--- config.mk ---
export PLATFORM = sky130hd
export DESIGN_NAME = pix_capture
export DESIGN_NICKNAME = d
export VERILOG_FILES = /design/src/rtl/pix_capture_pkg.sv /design/src/rtl/pix_capture_fifo.sv /design/src/rtl/pix_capture.sv
export SDC_FILE = /design/constraint.sdc
export NUM_CORES = 1
export LEC_CHECK = 0
export CAP_MARGIN = 10
export CORE_ASPECT_RATIO = 1.75
export CORE_UTILIZATION = 40
export DETAILED_ROUTE_END_ITERATION = 10
export PLACE_DENSITY_LB_ADDON = 0.08
export SLEW_MARGIN = 10
export SYNTH_ARGS = -nofsm -noshare
export SYNTH_HDL_FRONTEND = slang
export SYNTH_SLANG_ARGS = --single-unit
--- constraint.sdc ---
create_clock -name CLK -period 3.6 [get_ports CLK]
set_input_delay 1.08 -clock CLK [delete_from_list [all_inputs] [get_ports CLK]]
set_output_delay 1.08 -clock CLK [all_outputs]
set_load 0.005 [all_outputs]
--- src/rtl/pix_capture_pkg.sv ---
// pix_capture_pkg: 640x480 timing defaults, capture FSM states, colour expansion.
// Build option PIX_CAPTURE_REPLICATE_EN: fill colour LSBs by bit replication.
package pix_capture_pkg;

    localparam int H_PERIOD_640 = 800;
    localparam int V_PERIOD_480 = 525;
    localparam int H_START_640  = 160;
    localparam int V_START_480  = 45;

    typedef enum logic [1:0] {
        IDLE,
        WAIT_SOF,
        CAPTURE,
        DRAIN
    } state_t;

    // c holds the colour MSB-aligned; cb is the number of valid colour bits
    function automatic logic [7:0] msb_expand(
        input logic [7:0] c,
        input int         cb
    );
        logic [7:0] r;
`ifdef PIX_CAPTURE_REPLICATE_EN
        r = c;
        for (int i = 0; i < 8; i++) begin
            r[7 - i] = c[7 - (i % cb)];
        end
`else
        r = c & ~(8'hFF >> cb);
`endif
        return r;
    endfunction

endpackage

--- src/rtl/pix_capture_fifo.sv ---
// pix_capture_fifo: synchronous FIFO holding packed RGB pixels.
// A write into a full FIFO is accepted when a read frees the slot.
module pix_capture_fifo #(
    parameter int WIDTH = 12,
    parameter int DEPTH = 16
) (
    input  logic             clk_i,
    input  logic             rst_i,
    input  logic             wr_i,
    input  logic [WIDTH-1:0] wdata_i,
    input  logic             rd_i,
    output logic [WIDTH-1:0] rdata_o,
    output logic             full_o,
    output logic             empty_o
);

    localparam int AW = $clog2(DEPTH);

    logic [WIDTH-1:0] mem_q [DEPTH];
    logic [AW:0]      wptr_q;
    logic [AW:0]      rptr_q;
    logic             do_wr;
    logic             do_rd;

    assign empty_o = (wptr_q == rptr_q);
    assign full_o  = (wptr_q[AW] != rptr_q[AW])
                  && (wptr_q[AW-1:0] == rptr_q[AW-1:0]);
    assign do_rd   = rd_i && !empty_o;
    assign do_wr   = wr_i && (!full_o || do_rd);
    assign rdata_o = mem_q[rptr_q[AW-1:0]];

    always_ff @(posedge clk_i) begin
        if (rst_i) begin
            wptr_q <= '0;
            rptr_q <= '0;
        end else begin
            if (do_wr) wptr_q <= wptr_q + 1'b1;
            if (do_rd) rptr_q <= rptr_q + 1'b1;
        end
    end

    always_ff @(posedge clk_i) begin
        if (do_wr) mem_q[wptr_q[AW-1:0]] <= wdata_i;
    end

endmodule

--- src/rtl/pix_capture.sv ---
// pix_capture: grabs NFRAMES video frames and streams them as R,G,B bytes.
// Build option PIX_CAPTURE_REPLICATE_EN: colour LSBs replicated, else zero.
module pix_capture
    import pix_capture_pkg::*;
#(
    parameter int HPERIOD = H_PERIOD_640,
    parameter int VPERIOD = V_PERIOD_480,
    parameter int HSTART  = H_START_640,
    parameter int VSTART  = V_START_480,
    parameter int CBITS   = 4,
    parameter int NFRAMES = 1,
    parameter int DEPTH   = 16
) (
    input  logic             CLK,
    input  logic             RST,
    input  logic             PEN,
    input  logic [9:0]       HCNT,
    input  logic [9:0]       VCNT,
    input  logic [CBITS-1:0] VGA_R,
    input  logic [CBITS-1:0] VGA_G,
    input  logic [CBITS-1:0] VGA_B,
    input  logic             START,
    output logic [7:0]       OUT_DATA,
    output logic             OUT_VALID,
    input  logic             OUT_READY,
    output logic             BUSY,
    output logic             DONE,
    output logic             OVERFLOW
);

    localparam int         PW      = 3 * CBITS;
    localparam logic [9:0] H_FIRST = 10'(HSTART);
    localparam logic [9:0] V_FIRST = 10'(VSTART);
    localparam logic [9:0] H_LAST  = 10'(HPERIOD - 1);
    localparam logic [9:0] V_LAST  = 10'(VPERIOD - 1);
    localparam logic [7:0] NF      = 8'(NFRAMES);

    state_t        state_q;
    logic [7:0]    frame_q;
    logic [7:0]    frame_d;
    logic          ovf_q;
    logic [PW-1:0] pix_q;
    logic [1:0]    idx_q;
    logic          valid_q;
    logic [7:0]    data_q;

    logic [PW-1:0] fifo_rdata;
    logic          fifo_full;
    logic          fifo_empty;
    logic          sof;
    logic          fend;
    logic          active;
    logic          push;
    logic          pop;
    logic          fire;
    logic          last;
    logic          done_w;

    function automatic logic [7:0] to8(input logic [CBITS-1:0] c);
        return msb_expand(8'(c) << (8 - CBITS), CBITS);
    endfunction

    assign sof    = PEN && (HCNT == '0) && (VCNT == '0);
    assign fend   = PEN && (HCNT == H_LAST) && (VCNT == V_LAST);
    assign active = PEN && (HCNT >= H_FIRST) && (VCNT >= V_FIRST);
    assign push   = (state_q == CAPTURE) && active;
    assign fire   = valid_q && OUT_READY;
    assign last   = (idx_q == 2'd2);
    assign pop    = !fifo_empty && (!valid_q || (fire && last));
    assign done_w = (state_q == DRAIN) && fire && last && fifo_empty;
    assign frame_d = frame_q + 8'd1;

    pix_capture_fifo #(
        .WIDTH (PW),
        .DEPTH (DEPTH)
    ) u_fifo (
        .clk_i   (CLK),
        .rst_i   (RST),
        .wr_i    (push),
        .wdata_i ({VGA_R, VGA_G, VGA_B}),
        .rd_i    (pop),
        .rdata_o (fifo_rdata),
        .full_o  (fifo_full),
        .empty_o (fifo_empty)
    );

    always_ff @(posedge CLK) begin
        if (RST) begin
            state_q <= IDLE;
            frame_q <= '0;
            ovf_q   <= 1'b0;
        end else begin
            if (push && fifo_full && !pop) ovf_q <= 1'b1;
            unique case (state_q)
                IDLE: begin
                    if (START) begin
                        state_q <= WAIT_SOF;
                        frame_q <= '0;
                        ovf_q   <= 1'b0;
                    end
                end
                WAIT_SOF: begin
                    if (sof) state_q <= CAPTURE;
                end
                CAPTURE: begin
                    if (fend) begin
                        frame_q <= frame_d;
                        if (frame_d == NF) state_q <= DRAIN;
                    end
                end
                DRAIN: begin
                    // second term covers a drain with nothing left to send
                    if (done_w || (fifo_empty && !valid_q)) state_q <= IDLE;
                end
                default: state_q <= IDLE;
            endcase
        end
    end

    always_ff @(posedge CLK) begin
        if (RST) begin
            pix_q   <= '0;
            idx_q   <= '0;
            valid_q <= 1'b0;
            data_q  <= '0;
        end else if (pop) begin
            pix_q   <= fifo_rdata;
            idx_q   <= 2'd0;
            valid_q <= 1'b1;
            data_q  <= to8(fifo_rdata[2*CBITS +: CBITS]);
        end else if (fire) begin
            if (last) valid_q <= 1'b0;
            idx_q  <= idx_q + 2'd1;
            data_q <= (idx_q == 2'd0) ? to8(pix_q[CBITS +: CBITS])
                                      : to8(pix_q[0 +: CBITS]);
        end
    end

    assign OUT_VALID = valid_q && !RST;
    assign OUT_DATA  = RST ? 8'd0 : data_q;
    assign BUSY      = (state_q != IDLE) && !RST;
    assign DONE      = done_w && !RST;
    assign OVERFLOW  = ovf_q && !RST;

endmodule

# == Yosys cells after proc, flatten, opt, wreduce, memory -nomap -nowiden ==
# Memories as Yosys holds them, arrays and structs flattened. A register that Yosys moved wholly into a read port is not among the register bits.
# Index checks and enable logic that the tools add are counted.
# word_totals
mem_count,1
reg_bits,40
inputBits,37
elab_cells,98
ramBits,192
output_inout_bits,12
# classes
eq_ne,15
n_mux,23
add_sub_neg,4
n_reduce_logical,43
order_cmp,2
# memory_table
name,depth,word_bits,rd,rd_ports_with_merged_regs,write_ports,line_no,source
u_fifo.mem_q,16,12,1,1,1,pix_capture_fifo.sv:19,logic [WIDTH-1:0] mem_q [DEPTH];
# ops
operator,count
two-way mux 8 bit,6
logical AND 1 bit,23
"== test 10 bit, second input constant",2
logical NOT 10 bit,2
one-hot mux 8 bit (2 select lines),1
"adder 5 x 1 -> 5 bit, second input constant",2
">= comparator 10 x 6 -> 1 bit, second input constant",1
">= comparator 10 x 8 -> 1 bit, second input constant",1
two-way mux 2 bit,5
"adder 8 x 1 -> 8 bit, second input constant",1
"== test 8 x 1 -> 1 bit, second input constant",1
two-way mux 1 bit,8
two-way mux 4 bit,2
one-hot mux 2 bit (4 select lines),1
nonzero test 2 bit,4
"== test 2 bit, second input constant",3
"!= test 2 bit, second input constant",3
== test 5 bit,1
logical NOT 1 bit,5
AND reduction 5 bit,1
== test 4 bit,1
logical NOT 2 bit,2
"!= test 2 x 1 -> 1 bit, second input constant",2
logical OR 1 bit,3
6 further kinds,6

# == Depth between registers and ports, before layout ==
# Gate-level depths: netlist of the first run.
# depth
word_depth,9
depth_mapped,9
ltp_nobuf,8

# == Hierarchy ==
# From an unflattened synthesis of the first run, not the netlist that was laid out.
# hier_totals
cells_unflattened,560
hier_area_um2,9634.2
# by_module_without_submodules
mod,area_per_inst_um2,instances,cells_each,seq_area_each_um2
pix_capture_fifo,7992.7,1,352,6045.8
pix_capture,1641.6,1,208,520.5

# == Worst setup path after synthesis of the first run ==
# OpenSTA, ideal clock, no wires.
# synth_path
path_type,in2reg
from,input VCNT[1]
to,"memory u_fifo.mem_q[2][0], enable pin"
arrival_time_ns,2.938
setup_time_ns,0.396
path_buffers,1
setup_slack_ns,0.265
path_stages,7
cell_sequence,o211a_1 o21ai_1 a221oi_2 and2_1 clkbuf_1 nand2_1 nor3_1
# synth_between
elab_chain_len,6
# synth_rtl
element,line_no,source
"start, declared",pix_capture.sv:18,"input logic [9:0] VCNT,"
>= comparator 10 x 6 -> 1 bit,pix_capture.sv:65,assign active = PEN && (HCNT >= H_FIRST) && (VCNT >= V_FIRST);
logical AND 1 bit,pix_capture.sv:65,
logical AND 1 bit,pix_capture.sv:66,assign push = (state_q == CAPTURE) && active;
logical AND 1 bit,pix_capture_fifo.sv:29,assign do_wr = wr_i && (!full_o || do_rd);
two-way mux 1 bit,pix_capture_fifo.sv:43,if (do_wr) mem_q[wptr_q[AW-1:0]] <= wdata_i;
two-way mux 1 bit (implied by the code),pix_capture_fifo.sv:43,
"end, declared",pix_capture_fifo.sv:19,
# Every way passes these cells.

# == Final worst setup path of the first run ==
# layout_path
from,input OUT_READY
to,output DONE
# layout_between
elab_chain_len,5
# layout_rtl
element,line_no,source
"start, declared",pix_capture.sv:25,"input logic OUT_READY,"
logical AND 1 bit,pix_capture.sv:67,assign fire = valid_q && OUT_READY;
logical AND 1 bit (3 in a row),pix_capture.sv:70,assign done_w = (state_q == DRAIN) && fire && last && fifo_empty;
logical AND 1 bit,pix_capture.sv:142,assign DONE = done_w && !RST;
"end, declared",pix_capture.sv:27,"output logic DONE,"
# Every way passes these cells.

==> flow_summary.json, run 1 <==
{
  "ys_warn_count": 0,
  "row_count": 74,
  "cts_hold_buf": 0,
  "clkTransAtPathRegs_ns": 0.06,
  "place_congestion": 0.9040,
  "die_w_um": 118.1,
  "grt_max_degree": 27,
  "io_pins": 49,
  "critPathLaunchType": "primary input",
  "vias": 5102,
  "cp.required_ns": 2.52,
  "ys_ff_latch": 232,
  "instances_no_fill": 949,
  "hold_violations": 0,
  "worst_clock_skew_ns": 0.007732,
  "cp-end-kind": "output port",
  "crit_path_frequent_cell": "clkdlybuf4s50_1",
  "overflow": 0,
  "cap_violations": 0,
  "grt_pass1_vias": 5512,
  "drcViolationCount": 0,
  "syn_area_um2": 9443,
  "min-delay-path-class": "flop to flop",
  "clock-root-buffer": "clkbuf_16",
  "cts.sink_count": 232,
  "ys_types": 45,
  "dieArea_um2": 24250,
  "wl_per_cell_um": 22.89,
  "dp.cells": 908,
  "io_buffers": 44,
  "grtUsageMet1_pct": 19.96,
  "yosysTopAreaCellShare_pct": 61.06,
  "cp.buffers_inverters": 2,
  "hpwlAfterDp_um": 14000,
  "timing.slew.headroom_pct": 42.36,
  "seq_area_frac_synth_pct": 69.54,
  "yosysTopAreaCell": "edfxtp_1",
  "vias_per_cell": 5.376,
  "drv_slew": 0,
  "setup.worst_path.class": "primary input to output port",
  "slowest_delay_ns": 0.51,
  "powerDensity_nw_per_um2": 548.8,
  "cp.arrival_ns": 2.45,
  "worst_slew_pin_slew_ns": 0.8634,
  "first_pass_iters": 4,
  "n_antenna_cell": 0,
  "critical_path.top_delay_family": "buffers and inverters",
  "cts_buffers": 22,
  "async_reset_ff_share_pct": 0,
  "synth_edf_count": 192,
  "fin_crit_sh_pct": 98.06,
  "peakVddDrop_mv": 0.3173,
  "core_um2": 23240,
  "setup_viol": 0,
  "wirelength_um": 21720,
  "tns_ns": 0,
  "clock_path_buffers": 3,
  "initial_core_util_pct": 40.63,
  "crit_chain": "clkdlybuf4s50_1 > and2_1 > nand3_1 > nor3_2 > clkdlybuf4s50_1",
  "critPathMaxFanout": 2,
  "synthCells": 553,
  "status": "complete, no violations",
  "top_usage_layer": "met2",
  "postSynthAreaPerCell_um2": 17.08,
  "clkLatencyLatePin_ns": 0.50,
  "drt_iter0_markers": 319,
  "antenna_found_initial": 0,
  "grt_use_met2_pct": 37.48,
  "grt_pass1_wl_um": 33070,
  "crit_slowest_cell": "clkdlybuf4s50_1",
  "die_h_um": 205.3,
  "antenna_left": 0,
  "fin_nets": 680,
  "htree_levels": 1,
  "p_leak_nw": 3.647,
  "drive_above_1_share_pct": 21.71,
  "synthTopCellsByArea": "edfxtp_1, mux4_2, dfxtp_1",
  "cts_tree": "yes",
  "use_met3_pct": 2.384,
  "finalCriticalPeriod_ns": 3.530,
  "ys.flop_type": "edfxtp_1",
  "grt_usage_pct": 18.79,
  "synthToLayoutAreaGrowth_pct": 19.13,
  "max_freq_mhz": 283.3
}
[worst paths after layout]
check / startpoint / end / slack [ns] / cells past startpoint
worst max-delay path: OUT_READY / DONE / 0.07 / 5
worst min-delay path: pix_q[0] / pix_q[0] / 0.45 / 2
worst max register to register: state_q[0] / u_fifo.mem_q[4][2] / 1.20 / 8
worst min register to register: pix_q[0] / pix_q[0] / 0.45 / 2
[logic make-up after synthesis]
kind of cell    after synthesis  share of synthesized area (%)
simple gates                132                          6.731
compound gates               55                          3.670
fa+ha+maj                    13                          1.723
xor+xnor                     13                          1.206
mux                          66                          14.95
other cells                   1                        0.03971
buf+inv                      41                          2.147
flops                       232                          69.54
[final cells by class]
class / instances / area [um2]
Sequential cell: 232 / 6576
Clock inverter: 10 / 71.32
Fill cell: 1999 / 11990
Tap cell: 304 / 380.4
Clock buffer: 29 / 598.1
Inverter: 13 / 48.80
Multi-Input combinational cell: 283 / 2714
Timing Repair Buffer: 78 / 860.8
[report_power, final]
| group | total [mW] | switching (mW) | internal [mW] |
|---|---|---|---|
| combinational | 0.892 | 0.448 | 0.443 |
| sequential | 3.09 | 0.0956 | 3.00 |
| clock | 2.19 | 0.951 | 1.24 |
[layout by cell type, fill, tap and decap left out, types with 2 or more instances in the layout]
| master | count |
|---|---|
| edfxtp_1 | 192 |
| mux4_2 | 60 |
| nor2_1 | 44 |
| clkdlybuf4s50_1 | 43 |
| dfxtp_1 | 36 |
| nand2_1 | 33 |
| a21oi_1 | 25 |
| clkbuf_16 | 23 |
| buf_4 | 21 |
| inv_1 | 13 |
| ha_1 | 13 |
| buf_12 | 13 |
| o21ai_0 | 9 |
| xor2_1 | 9 |
| nor2b_1 | 8 |
| nand4_1 | 7 |
| nor3_1 | 7 |
| mux2i_1 | 6 |
| clkinv_2 | 6 |
| clkbuf_1 | 6 |
| nand3_1 | 5 |
| nor3_2 | 5 |
| a211oi_1 | 5 |
| nor4_1 | 4 |
| xnor2_1 | 4 |
| and3_1 | 4 |
| conb_1 | 4 |
| and2_1 | 3 |
| nand3b_1 | 3 |
| or3_1 | 3 |
| a31oi_1 | 3 |
| clkinv_1 | 3 |
| o211a_1 | 2 |
| nand2b_1 | 2 |
| a31o_2 | 2 |
| dfxtp_4 | 2 |
| dfxtp_2 | 2 |
[cell usage after synthesis, types with 7 or more instances]
library cell  instances
edfxtp_1            192
mux4_2               60
nor2_1               44
dfxtp_1              40
nand2_1              33
a21oi_1              25
ha_1                 13
inv_1                13
nor3_1               12
clkbuf_1             11
buf_2                 9
o21ai_0               9
xor2_1                9
nor2b_1               8
nand4_1               7
[metal layers]
metal / share of wire [%] / vias up
met3: 3.3 / 34
met2: 58 / 110
li1: - / 2318
met5: 0 / -
met4: 3.1 / 0
met1: 36 / 2640
[sequential cells by signal, summed over array words and instances (netlist names), named ones only]
register,flops
u_fifo.mem_q,192
frame_q,8
pix_q,8
u_fifo.rptr_q,5
u_fifo.wptr_q,5
data_q,4
idx_q,2
state_q,2
ovf_q,1
valid_q,1
[stage by stage]
step                cell area [um2]  setup slack [ns]  utilization (%)  hold WS [ns]  power [mW]
floorplan                      9454            0.2653                -        0.4357       3.716
global placement              10550           0.07569            45.41        0.4465       4.028
detailed placement            10550           0.08102            45.41        0.4487       4.049
CTS                           11220           0.05196            48.29        0.4573       6.253
global route                  11250          -0.02198            48.41        0.4812       6.436
finish                        11250           0.06974            48.41        0.4543       6.174
[timing repair]
action                                  4_1_cts  5_1_grt
gates resized for setup                       1        4
endpoints found under the setup margin        1        1
pin swaps                                     0        1
buffers inserted                              0        2
[worst register-to-register path: cells and delay by family (launching register included)]
| family | cells | cell delay [ns] |
|---|---|---|
| flops | 1 | 0.35 |
| fa+ha+maj | 1 | 0.30 |
| compound gates | 1 | 0.36 |
| buf+inv | 2 | 0.33 |
| simple gates | 4 | 0.75 |
No activity file was read; power rests on OpenSTA's default activity.
==> inputs of run 2 (changes only) <==
- GPL_TIMING_DRIVEN: not set -> 0
==> flow_summary.json, run 2 (synthesized netlist as in run 1, its figures left out) <==
{
  "status": "complete, no violations",
  "whs_path_depth": 2,
  "critical_path.top_delay_family": "buffers and inverters",
  "largest_reg_flops": 192,
  "cp-end-kind": "flop",
  "clkTransAtPathRegs_ns": 0.06,
  "worst_clock_skew_ns": 0.01466,
  "powerDensity_nw_per_um2": 572.0,
  "cp.required_ns": 3.80,
  "worst-path-stages": 9,
  "die_w_um": 118.1,
  "clock_path_buffers": 3,
  "r2r_slack_ns": 0.66,
  "vias_per_cell": 5.237,
  "fin_crit_sh_pct": 97.01,
  "vias": 5017,
  "cts_buffers": 22,
  "max_freq_mhz": 286.4,
  "setup_ws_ns": 0.1078,
  "p_leak_nw": 3.648,
  "die_h_um": 205.3,
  "overflow": 0,
  "setup.worst_path.class": "primary input to flop",
  "r2r_cells": 9,
  "final_cell_mix": "edfxtp_1, mux4_2, clkdlybuf4s50_1, dfxtp_1, nand2_1",
  "utilization_pct": 48.68,
  "slowest_delay_ns": 0.54,
  "rsz0062_at_grt": "no",
  "crit_chain": "clkdlybuf4s50_1 > o211a_1 > o21ai_1 > a221oi_2 > and2_1 > clkbuf_1 > nand2_1 > nor3_4 > buf_4",
  "dp_slack_ns": -0.6218,
  "clkLatencyLatePin_ns": 0.51,
  "final_common_cell": "edfxtp_1",
  "hold_violations": 0,
  "cts_tree": "yes",
  "clock-root-buffer": "clkbuf_16",
  "critPathLaunchType": "primary input",
  "antenna_left": 0,
  "peakVddDrop_mv": 0.3392,
  "io_pins": 49,
  "first_pass_iters": 5,
  "synthToLayoutAreaGrowth_pct": 19.80,
  "dieArea_um2": 24250,
  "worst_slew_pin_slew_ns": 0.9308,
  "hpwlAfterDp_um": 16350,
  "setup_viol": 0,
  "place_congestion": 0.8153,
  "row_count": 74,
  "cp.buffers_inverters": 3,
  "critPathMaxFanout": 7,
  "htree_levels": 1,
  "postCtsSetupBuffers": 0,
  "drv_slew": 0,
  "cp.arrival_ns": 3.70,
  "cts.sink_count": 232,
  "fin_nets": 688,
  "instances_no_fill": 958,
  "grt_pass1_wl_um": 33620,
  "place_area_um2": 10510,
  "grt_pass1_vias": 5571,
  "n_antenna_cell": 0,
  "cap_violations": 0,
  "grt_usage_pct": 19.23,
  "grt_max_degree": 17,
  "io_buffers": 43,
  "min-delay-path-class": "flop to flop",
  "timing.slew.headroom_pct": 37.95,
  "tns_ns": 0,
  "crit_slowest_cell": "clkdlybuf4s50_1",
  "drt_iter0_markers": 296,
  "drcViolationCount": 0,
  "design_area_um2": 11310,
  "drive_above_1_share_pct": 22.63,
  "initial_core_util_pct": 40.63,
  "antenna_found_initial": 0,
  "core_um2": 23240,
  "wirelength_um": 22440,
  "cts_hold_buf": 0,
  "dp.cells": 919,
  "wl_per_cell_um": 23.42,
  "finalCriticalPeriod_ns": 3.492
}
## run 2: changes by cell type in the layout (fill, tap and decap cells not counted), moves of 4 or more
cell,change
buf_12,-13
buf_4,-13
nor2_1,-12
nor2_2,+12
buf_2,+9
buf_8,+8
clkbuf_1,+8
buf_6,+7
clkinv_2,-5
nor3_2,-5
bufinv_16,+4
dfxtp_1,+4
nor3_4,+4
## run 2: cell type report
type | count | area (um2)
multi-input cells | 283 | 2763
repair buffers | 59 | 624.3
inverters | 13 | 48.80
fillers | 1978 | 11930
plain buffers | 27 | 152.6
clock inverters | 11 | 178.9
clock buffers | 29 | 598.1
flip-flops and latches | 232 | 6566
well taps | 304 | 380.4
## run 2: worst paths after layout
path	from	to
setup / recovery	VCNT[2]	u_fifo.mem_q[1][10]
hold / removal	pix_q[1]	pix_q[1]
setup reg to reg	state_q[0]	u_fifo.mem_q[1][10]
hold reg to reg	pix_q[1]	pix_q[1]
## run 2: layer usage
layer	wire length (um)	track usage, %	share of wire, %	up-vias
li1	-	-	-	2327
met1	7594	18.44	34	2571
met2	13760	41.47	61	97
met3	723	2.494	3.2	22
met4	356	4.533	1.6	0
met5	0	0	0	-
## run 2: worst register-to-register path, stage by stage, from the launching register on
cell and delay (ns):
dfxtp_1 0.35, inv_1 0.10, ha_1 0.30, nand2_1 0.11, a221oi_2 0.42, and2_1 0.20
clkbuf_1 0.21, nand2_1 0.22, nor3_4 0.44, buf_4 0.30
## run 2: where the power goes
part / internal [mW] / total (mW) / leakage (nW) / switching, mW
Clock: 1.53 / 2.49 / 0.370 / 0.963
Combinational: 0.431 / 0.926 / 1.23 / 0.496
Sequential: 3.00 / 3.05 / 2.05 / 0.0563
## run 2: timing repair
action / 4_1_cts / 5_1_grt
setup endpoints to repair: 23 / 11
hold endpoints to repair: 0 / 0
resized for setup: 7 / 3
## run 2: per-stage QoR
step / hold slack (ns) / total power [mW]
6_report: 0.4587 / 6.470
5_1_grt: 0.4848 / 6.731
4_1_cts: 0.4605 / 6.550
3_5_place_dp: 0.4521 / 4.056
3_3_place_gp: 0.4445 / 4.029
2_1_floorplan: 0.4357 / 3.716
==> inputs of run 3 (changes only) <==
- CTS_BUF_LIST: not set -> sky130_fd_sc_hd__clkbuf_8 sky130_fd_sc_hd__clkbuf_16
==> flow_summary.json, run 3 (synthesized netlist as in run 1, its figures left out) <==
{
  "fin_crit_sh_pct": 97.00,
  "clock-root-buffer": "clkbuf_16",
  "design_area_um2": 11310,
  "io_pins": 49,
  "top_usage_layer": "met2",
  "row_count": 74,
  "initial_core_util_pct": 40.63,
  "grt_pass1_wl_um": 33620,
  "grt_max_degree": 17,
  "critical_path.top_delay_family": "buffers and inverters",
  "hpwlAfterDp_um": 16350,
  "grtUsageMet1_pct": 18.44,
  "cts_hold_buf": 0,
  "wirelength_um": 22440,
  "rsz0062_at_grt": "no",
  "dieArea_um2": 24250,
  "finalCriticalPeriod_ns": 3.492,
  "worst_slew_pin_slew_ns": 0.9876,
  "crit_chain": "clkdlybuf4s50_1 > o211a_1 > o21ai_1 > a221oi_2 > and2_1 > clkbuf_1 > nand2_1 > nor3_4 > buf_4",
  "slowest_delay_ns": 0.54,
  "worst_clock_skew_ns": 0.01557,
  "use_met3_pct": 2.494,
  "drt_iter0_markers": 286,
  "grt_pass1_vias": 5571,
  "dp.cells": 919,
  "total_power_mw": 6.453,
  "clkTransAtPathRegs_ns": 0.06,
  "dp_slack_ns": -0.6218,
  "status": "complete, no violations",
  "drv_slew": 0,
  "num-fill-cells": 1978,
  "utilization_pct": 48.68,
  "first_pass_iters": 5,
  "overflow": 0,
  "final_common_cell": "edfxtp_1",
  "grt_usage_pct": 19.23,
  "whs_ns": 0.4587,
  "instances_no_fill": 958,
  "core_um2": 23240,
  "critPathLaunchType": "primary input",
  "cap_violations": 0,
  "n_antenna_cell": 0,
  "setup.worst_path.class": "primary input to flop",
  "tns_ns": 0,
  "hold_violations": 0,
  "max_freq_mhz": 286.4,
  "clkLatencyLatePin_ns": 0.51,
  "p_leak_nw": 3.673,
  "powerDensity_nw_per_um2": 570.4,
  "drive_above_1_share_pct": 22.63,
  "cts_buffers": 22,
  "synthToLayoutAreaGrowth_pct": 19.80,
  "htree_levels": 1,
  "die_h_um": 205.3,
  "cp.required_ns": 3.80,
  "fin_nets": 688,
  "cp.buffers_inverters": 3,
  "setup_viol": 0,
  "cp.arrival_ns": 3.70,
  "place_area_um2": 10510,
  "largest_reg_flops": 192,
  "vias": 5009,
  "timing.slew.headroom_pct": 34.16,
  "drcViolationCount": 0,
  "setup_ws_ns": 0.1081,
  "crit_slowest_cell": "clkdlybuf4s50_1",
  "final_cell_mix": "edfxtp_1, mux4_2, clkdlybuf4s50_1, dfxtp_1, nand2_1",
  "antenna_left": 0,
  "min-delay-path-class": "flop to flop",
  "place_congestion": 0.8153,
  "cts.sink_count": 232,
  "critPathMaxFanout": 7,
  "peakVddDrop_mv": 0.3377,
  "io_buffers": 43,
  "cp-end-kind": "flop",
  "antenna_found_initial": 0,
  "vias_per_cell": 5.229,
  "wl_per_cell_um": 23.42,
  "die_w_um": 118.1,
  "clock_path_buffers": 3,
  "cts_tree": "yes",
  "grt_use_met2_pct": 41.47
}
[run 3: cell count changes in the layout (fill, tap and decap cells not counted)]
cell	previous run	this run
clkbuf_1	14	8
inv_1	13	19
[run 3: area by class of cell]
type | count | area, um2 | area share (%)
sequential | 232 | 6566 | 58.05
inverter | 13 | 48.80 | 0.4314
multi-input combinational | 283 | 2763 | 24.42
clock inverter | 17 | 201.4 | 1.781
tap | 304 | 380.4 | 3.362
clock buffer | 23 | 575.6 | 5.088
buffer | 27 | 152.6 | 1.349
timing repair buffer | 59 | 624.3 | 5.519
[run 3: what timing repair did]
action | in CTS | in global routing
setup buffers | 0 | 0
gates resized for setup | 7 | 3
gates cloned | 0 | 0
endpoints found under the setup margin | 23 | 11
pin swaps | 0 | 0
[run 3: where the power goes]
group          switching [mW]  internal [mW]
clock                   0.961           1.51
sequential             0.0561           3.00
combinational           0.498          0.431
[run 3: final timing paths]
path              slack, ns                   to  startpoint  depth (start not counted)
setup / recovery       0.11  u_fifo.mem_q[1][10]     VCNT[2]                          9
hold / removal         0.46             pix_q[1]    pix_q[1]                          2
hold reg to reg        0.46             pix_q[1]    pix_q[1]                          2
setup reg to reg       0.66  u_fifo.mem_q[1][10]  state_q[0]                          9
[run 3: worst register-to-register path, delay by kind of cell (launching register included)]
kind	cells	cell delay [ns]
simple gates	4	0.97
compound gates	1	0.42
fa+ha+maj	1	0.30
buf+inv	3	0.61
flops	1	0.35
[run 3: per-layer routing]
layer	part of all wire (%)	vias up	wire, um
met1	34	2570	7628
met4	1.6	0	356
met3	3.0	22	680
met5	0	-	0
met2	61	90	13770
li1	-	2327	-
